--- config.mk ---
export PLATFORM = sky130hd
export DESIGN_NAME = sa_feature_fetch_ctrl
export DESIGN_NICKNAME = d
export VERILOG_FILES = /design/src/rtl/sa_feature_fetch_ctrl.sv
export SDC_FILE = /design/constraint.sdc
export NUM_CORES = 1
export LEC_CHECK = 0
export BUFFER_PORTS_ARGS = -buffer_cell sky130_fd_sc_hd__buf_2
export CORE_MARGIN = 10
export CORE_UTILIZATION = 36
export DETAILED_ROUTE_END_ITERATION = 10
export REMOVE_ABC_BUFFERS = 1
export SYNTH_ARGS = -nofsm -noshare
export SYNTH_HDL_FRONTEND = slang
export SYNTH_SLANG_ARGS = --single-unit
--- constraint.sdc ---
create_clock -name clk -period 9.15 [get_ports clk]
set_clock_uncertainty 0.05 [all_clocks]
set_input_delay 2.2875 -clock clk [delete_from_list [all_inputs] [get_ports clk]]
set_output_delay 2.2875 -clock clk [all_outputs]
set_load 0.05 [all_outputs]
--- src/rtl/sa_feature_fetch_ctrl.sv ---
// sa_feature_fetch_ctrl: walks cnt 0..CNT_LAST through the external feature
// address decoder, reads feature memory at the decoded address and streams
// the returned words to the systolic array via a 2-entry skid FIFO.
// Optional feature macro: SA_FETCH_STALL_CNT_EN adds the stall_cycles counter.
module sa_feature_fetch_ctrl #(
    parameter int unsigned DATA_W   = 8,
    parameter int unsigned ADDR_W   = 6,
    parameter int unsigned CNT_LAST = 8
) (
    input  logic              clk,
    input  logic              reset_n,
    input  logic              start,
    output logic              busy,
    output logic              done,
    output logic [3:0]        cnt,
    input  logic [ADDR_W-1:0] dec_addr,
    output logic              mem_rd_en,
    output logic [ADDR_W-1:0] mem_addr,
    input  logic [DATA_W-1:0] mem_rdata,
    output logic              feat_valid,
    output logic [DATA_W-1:0] feat_data,
`ifdef SA_FETCH_STALL_CNT_EN
    output logic [15:0]       stall_cycles,
`endif
    input  logic              feat_ready
);

    localparam int unsigned CNT_W   = 4;
    localparam int unsigned OCC_W   = 2;
    localparam int unsigned STALL_W = 16;

    typedef enum logic [1:0] {
        IDLE  = 2'd0,
        FETCH = 2'd1,
        DRAIN = 2'd2,
        DONE  = 2'd3
    } state_e;

    state_e             state_q, state_d;
    logic [CNT_W-1:0]   cnt_q, cnt_d;
    logic               inflight_q, inflight_d;
    logic [OCC_W-1:0]   fifo_occ_q, fifo_occ_d;
    logic               wr_ptr_q, wr_ptr_d;
    logic               rd_ptr_q, rd_ptr_d;
    logic [DATA_W-1:0]  fifo_mem_q [2];
    logic [DATA_W-1:0]  fifo_mem_d [2];
    logic               done_q, done_d;
    logic               busy_q, busy_d;
`ifdef SA_FETCH_STALL_CNT_EN
    logic [STALL_W-1:0] stall_q, stall_d;
`endif

    logic               pop;
    logic               credit_ok;
    logic               rd_en;
    logic [2:0]         credit_sum;

    // Handshake and read-credit evaluation for the current cycle
    always_comb begin
        pop        = (fifo_occ_q != '0) && feat_ready;
        credit_sum = 3'(fifo_occ_q) + 3'(inflight_q) - 3'(pop);
        credit_ok  = credit_sum < 3'd2;
        rd_en      = (state_q == FETCH) && credit_ok;
    end

    // Next-state logic for FSM, counter, FIFO and status flags
    always_comb begin
        state_d     = state_q;
        cnt_d       = cnt_q;
        inflight_d  = rd_en;
        fifo_occ_d  = fifo_occ_q;
        wr_ptr_d    = wr_ptr_q;
        rd_ptr_d    = rd_ptr_q;
        fifo_mem_d  = fifo_mem_q;
`ifdef SA_FETCH_STALL_CNT_EN
        stall_d     = stall_q;
`endif

        // Read data lands one cycle after its strobe
        if (inflight_q) begin
            fifo_mem_d[wr_ptr_q] = mem_rdata;
            wr_ptr_d             = ~wr_ptr_q;
        end
        if (pop) begin
            rd_ptr_d = ~rd_ptr_q;
        end
        fifo_occ_d = OCC_W'(fifo_occ_q + OCC_W'(inflight_q) - OCC_W'(pop));

        unique case (state_q)
            IDLE: begin
                if (start) begin
                    cnt_d   = '0;
                    state_d = FETCH;
`ifdef SA_FETCH_STALL_CNT_EN
                    stall_d = '0;
`endif
                end
            end
            FETCH: begin
                if (rd_en) begin
                    if (cnt_q == CNT_W'(CNT_LAST)) begin
                        state_d = DRAIN;
                    end else begin
                        cnt_d = CNT_W'(cnt_q + CNT_W'(1));
                    end
                end
            end
            DRAIN: begin
                // Look at post-edge occupancy so done follows the last pop directly
                if ((fifo_occ_d == '0) && !inflight_d) begin
                    state_d = DONE;
                end
            end
            DONE: begin
                state_d = IDLE;
            end
            default: begin
                state_d = IDLE;
            end
        endcase

`ifdef SA_FETCH_STALL_CNT_EN
        if (busy_q && (fifo_occ_q != '0) && !feat_ready && (stall_q != '1)) begin
            stall_d = STALL_W'(stall_q + STALL_W'(1));
        end
`endif

        done_d = (state_d == DONE);
        busy_d = (state_d != IDLE);
    end

    // State and datapath registers
    always_ff @(posedge clk or negedge reset_n) begin
        if (!reset_n) begin
            state_q       <= IDLE;
            cnt_q         <= '0;
            inflight_q    <= 1'b0;
            fifo_occ_q    <= '0;
            wr_ptr_q      <= 1'b0;
            rd_ptr_q      <= 1'b0;
            fifo_mem_q[0] <= '0;
            fifo_mem_q[1] <= '0;
            done_q        <= 1'b0;
            busy_q        <= 1'b0;
`ifdef SA_FETCH_STALL_CNT_EN
            stall_q       <= '0;
`endif
        end else begin
            state_q       <= state_d;
            cnt_q         <= cnt_d;
            inflight_q    <= inflight_d;
            fifo_occ_q    <= fifo_occ_d;
            wr_ptr_q      <= wr_ptr_d;
            rd_ptr_q      <= rd_ptr_d;
            fifo_mem_q[0] <= fifo_mem_d[0];
            fifo_mem_q[1] <= fifo_mem_d[1];
            done_q        <= done_d;
            busy_q        <= busy_d;
`ifdef SA_FETCH_STALL_CNT_EN
            stall_q       <= stall_d;
`endif
        end
    end

    // Output mapping; the read strobe must react to a same-cycle pop
    always_comb begin
        busy       = busy_q;
        done       = done_q;
        cnt        = cnt_q;
        mem_rd_en  = rd_en;
        mem_addr   = dec_addr;
        feat_valid = fifo_occ_q != '0;
        feat_data  = fifo_mem_q[rd_ptr_q];
`ifdef SA_FETCH_STALL_CNT_EN
        stall_cycles = stall_q;
`endif
    end

endmodule

# == Word level (Yosys, flattened, before mapping) ==
# Cells that the tools add are included.
# word_totals
out_inout_bits,22
regBits,29
# classes
addsub,5
n_bitwise,4
n_reduce_logical,11
n_lt_le_gt_ge,4
n_eq_ne,8
mux,15
# op_table
operator,n
2-to-1 mux 8 bit,4
bitwise mux 16 bit,1
2-to-1 mux 4 bit,3
demux 8 bit (select 1 bit),1
2-to-1 mux 2 bit,4
one-hot mux 2 bit (4 select lines),1
one-hot mux 4 bit (2 select lines),1
equality test 2 bit (second input constant),3
!= test 2 bit (second input constant),3
nonzero test 2 bit,3
adder 4 x 1 -> 4 bit (second input constant),1
equality test 4 bit (second input constant),1
>= comparator 2 bit (second input constant),2
logical AND 1 bit,4
zero test 2 bit,2
NOT 1 -> 2 bit,2
AND reduction 4 bit,1
adder 2 x 1 -> 3 bit,1
less-than comparator 3 x 2 -> 1 bit (second input constant),1
subtractor 3 x 1 -> 3 bit,1
adder 2 x 1 -> 2 bit,1
equality test 2 x 1 -> 1 bit (second input constant),1
less-than comparator 2 x 1 -> 1 bit (second input constant),1
NOT 1 bit,2
2 further kinds,2

# == Depth between registers and ports, before layout ==
# depth
word_depth,10
depth_mapped,11

# == Worst setup path before layout ==
# No wires, ideal clock.
# synth_path
path_type,input to output
startpoint,in feat_ready
endpoint,out mem_rd_en
n_path_buf,0
slack_ns,2.401
t_required_ns,6.812
arrival_ns,4.411
path_stages,7
path_cell_list,and2_1 -> ha_1 -> inv_1 -> ha_1 -> fa_1 -> or2_1 -> nor2_1
# synth_via
elab_chain_cells,4
# synth_rtl
element,line_no,text
from (decl),25,input logic feat_ready
logical AND 1 bit,60,pop = (fifo_occ_q != '0) && feat_ready;
subtractor 3 x 1 -> 3 bit,61,credit_sum = 3'(fifo_occ_q) + 3'(inflight_q) - 3'(pop);
via credit_sum[1],56,logic [2:0] credit_sum;
less-than comparator 3 x 2 -> 1 bit,62,credit_ok = credit_sum < 3'd2;
logical AND 1 bit,63,rd_en = (state_q == FETCH) && credit_ok;
to (decl),17,"output logic mem_rd_en,"
# The timed path passes the listed nets, and every way through them passes these cells.

# == Final worst setup path ==
# layout_path
startpoint,in feat_ready
endpoint,out mem_rd_en
# layout_via
elab_chain_cells,4
# layout_rtl
element,line_no,text
logical AND 1 bit,60,
via pop,53,logic pop;
subtractor 3 x 1 -> 3 bit,61,
via credit_sum[1],56,
less-than comparator 3 x 2 -> 1 bit,62,
logical AND 1 bit,63,
# The timed path passes the listed nets, and every way through them passes these cells.

==> results.py <==
metrics = {
    "place": {
        "gp_congestion": 0.782,
        "numPortBuffers": 27,
        "hpwl_mm": 2.04,
    },
    "route": {
        "routedWlPerCell_um": 15.0,
        "drc": 0,
        "num_vias": 918,
        "viasPerCell": 4.94,
        "first_pass_iters": 4,
        "drt-total-wl_mm": 2.79,
        "ant_nets": 0,
        "first_iter_violations": 39,
    },
    "clocking": {
        "cts-resized-gates": 0,
        "cts_inserted_buffers": 5,
        "clk_latency_ps": 280,
        "cts_hold_buf": 0,
        "h-tree-depth": 2,
        "clockBufferDepth": 2,
        "root_buffer": "clkbuf_8",
        "clock-sinks": 29,
        "clk_pin_slew_ps": 60,
        "cts_tree": "yes",
        "post_cts_buffers": 0,
    },
    "setup_path": {
        "startpoint": "feat_ready",
        "worstPathCellList": "buf_2 > and2_1 > ha_1 > inv_1 > ha_1 > fa_1 > or2_1 > nor2_1 > buf_2",
        "cp-start-kind": "input port",
        "rr_endpoint": "cnt[2]$_DFFE_PN0P_",
        "crit_type": "input port to primary output",
        "cp.required_ps": 6810,
        "crit_buf_inv": 3,
        "path_max_fanout": 5,
        "crit_family": "adder cells",
        "r2r_start": "fifo_occ_q[1]$_DFF_PN0_",
        "slowest_stage": "fa_1",
        "slowest_delay_ps": 520,
        "rr_worst_depth": 10,
        "reg2reg_slack_ps": 6520,
        "cp.arrival_ps": 4380,
        "end_kind": "primary output",
    },
    "timing": {
        "worst_pin_slew_ps": 755,
        "finalHoldViolCount": 0,
        "relSlewSlack_pct": 49.5,
        "setup_viol": 0,
        "period_share_pct": 73.4,
        "tns_ps": 0,
        "drv_slew": 0,
        "grt_setup_unrepaired": "false",
        "min_period_ps": 6720,
        "max_freq_mhz": 149,
    },
    "die": {
        "die_w_um": 82.8,
        "start_util_pct": 37.9,
        "dieHeight_um": 82.8,
        "num_rows": 22,
        "top_level_ports": 40,
        "fp.coreArea_mm2": 0.00374,
        "die-area_mm2": 0.00686,
    },
    "layout": {
        "fillers": 367,
        "register_area_um2": 726,
        "area_delta_synth_final_pct": 15.9,
        "drive_above_1_share_pct": 44.2,
        "multiInputGateArea_um2": 602,
        "num-nets-final": 160,
        "n_antenna_cell": 0,
    },
    "global_routing": {
        "grt_use_total_pct": 8.42,
        "grt_antenna_before_repair": 0,
        "first_global_vias": 1017,
        "grt-ovfl-total": 0,
        "grt_max_degree": 30,
        "grt_pass1_wl_mm": 4.77,
    },
    "synthesis": {
        "synth_most_common_cell": "dfrtp_1",
        "async_flop_share_pct": 100,
        "synthTopCellsByArea": "dfrtp_1 (51%), mux2_2 (19%), ha_1 (3.5%), buf_4 (3.2%), inv_1 (1.6%)",
        "synth.distinct_cells": 33,
        "synth_top_area_cell": "dfrtp_1",
        "netlist_area_mm2": 0.00142,
        "synth_commonest_cells": "dfrtp_1 (29), mux2_2 (24), buf_4 (6), inv_1 (6), nand2_1 (6)",
        "synth_area_per_cell_um2": 12.6,
        "synth_top_area_share_pct": 51.1,
        "ys.flop_type": "dfrtp_1",
        "synth-seq-cells": 29,
        "synth_edf_count": 0,
        "ys_warn_count": 0,
        "seq_area_frac_synth_pct": 51.1,
        "synth_cells": 113,
    },
    "job": {
        "drv_cap": 0,
    },
    "min_path": {
        "hold_end": "wr_ptr_q$_DFFE_PN0P_",
        "min_path_type": "flip-flop to flip-flop",
        "min_from": "wr_ptr_q$_DFFE_PN0P_",
        "hold_depth": 1,
    },
    "status": {
        "outcome": "finished, final reports clean",
    },
}
[placed cells by master (no fill, tap or decap), types with 2 or more instances in the layout]
master	n
mux2_2	24
nand2b_1	3
nand2_1	6
buf_2	27
nor3_1	3
nor2_1	4
ha_1	4
a21oi_1	2
xor2_1	2
inv_1	6
clkbuf_8	7
mux2i_1	2
dfrtp_1	29
[worst max-delay path by stage]
stage	endpoint	slack, ps	cells past startpoint
3_5_place_dp	mem_rd_en	2440	9
2_1_floorplan	mem_rd_en	2400	7
4_1_cts	mem_rd_en	2420	9
3_3_place_gp	mem_rd_en	2490	9
5_1_grt	mem_rd_en	2300	9
6_report	mem_rd_en	2430	9
[through the flow]
stage	area [um^2]	worst slack [ps]	util (%)	cells	hold WS (ps)
floorplan	1350	2400	-	103	413
global placement	1550	2490	41.3	178	426
detailed placement	1550	2440	41.3	178	428
CTS	1650	2420	44.0	186	440
global route	1650	2300	44.0	186	451
finish	1650	2430	44.0	186	442
[registers in the layout, summed over array words and instances (netlist names)]
signal	flops
fifo_mem_q	16
cnt	4
fifo_occ_q	2
state_q	2
busy	1
done	1
inflight_q	1
rd_ptr_q	1
wr_ptr_q	1
[layer usage]
layer | up-vias | global-route usage, % | wire (um)
met3 | 7 | 5.37 | 259
met2 | 38 | 12.9 | 1260
met1 | 438 | 9.09 | 1230
met5 | - | 0 | 0
met4 | 0 | 3.23 | 42
li1 | 435 | - | -
[kinds of logic after synthesis]
kind of cell	synth area share (%)
xor gates and xnor gates	1.85
adders and majority gates	4.93
buffers and inverters	6.52
and+or+nand+nor	10.4
AOI/OAI and AO/OA	4.76
muxes	20.4
DFF	51.1
[worst reg2reg max path, stage by stage, from the launching register on]
cell and delay (ps):
dfrtp_1 390, inv_1 100, nand2_1 70, and2_1 180
ha_1 270, inv_1 40, ha_1 180, fa_1 520
o21bai_1 370, a31oi_1 140, a41o_1 210
[cell type report]
class / instances / area share [%]
clock buffers: 7 / 5.85
clock inverters: 1 / 0.304
inverters: 6 / 1.37
multi-input cells: 68 / 36.6
flip-flops and latches: 29 / 44.1
well taps: 48 / 3.65
repair buffers: 27 / 8.21
Power is not shown: default switching activity piles up to over one toggle a cycle in this logic, so the estimate is an artifact.
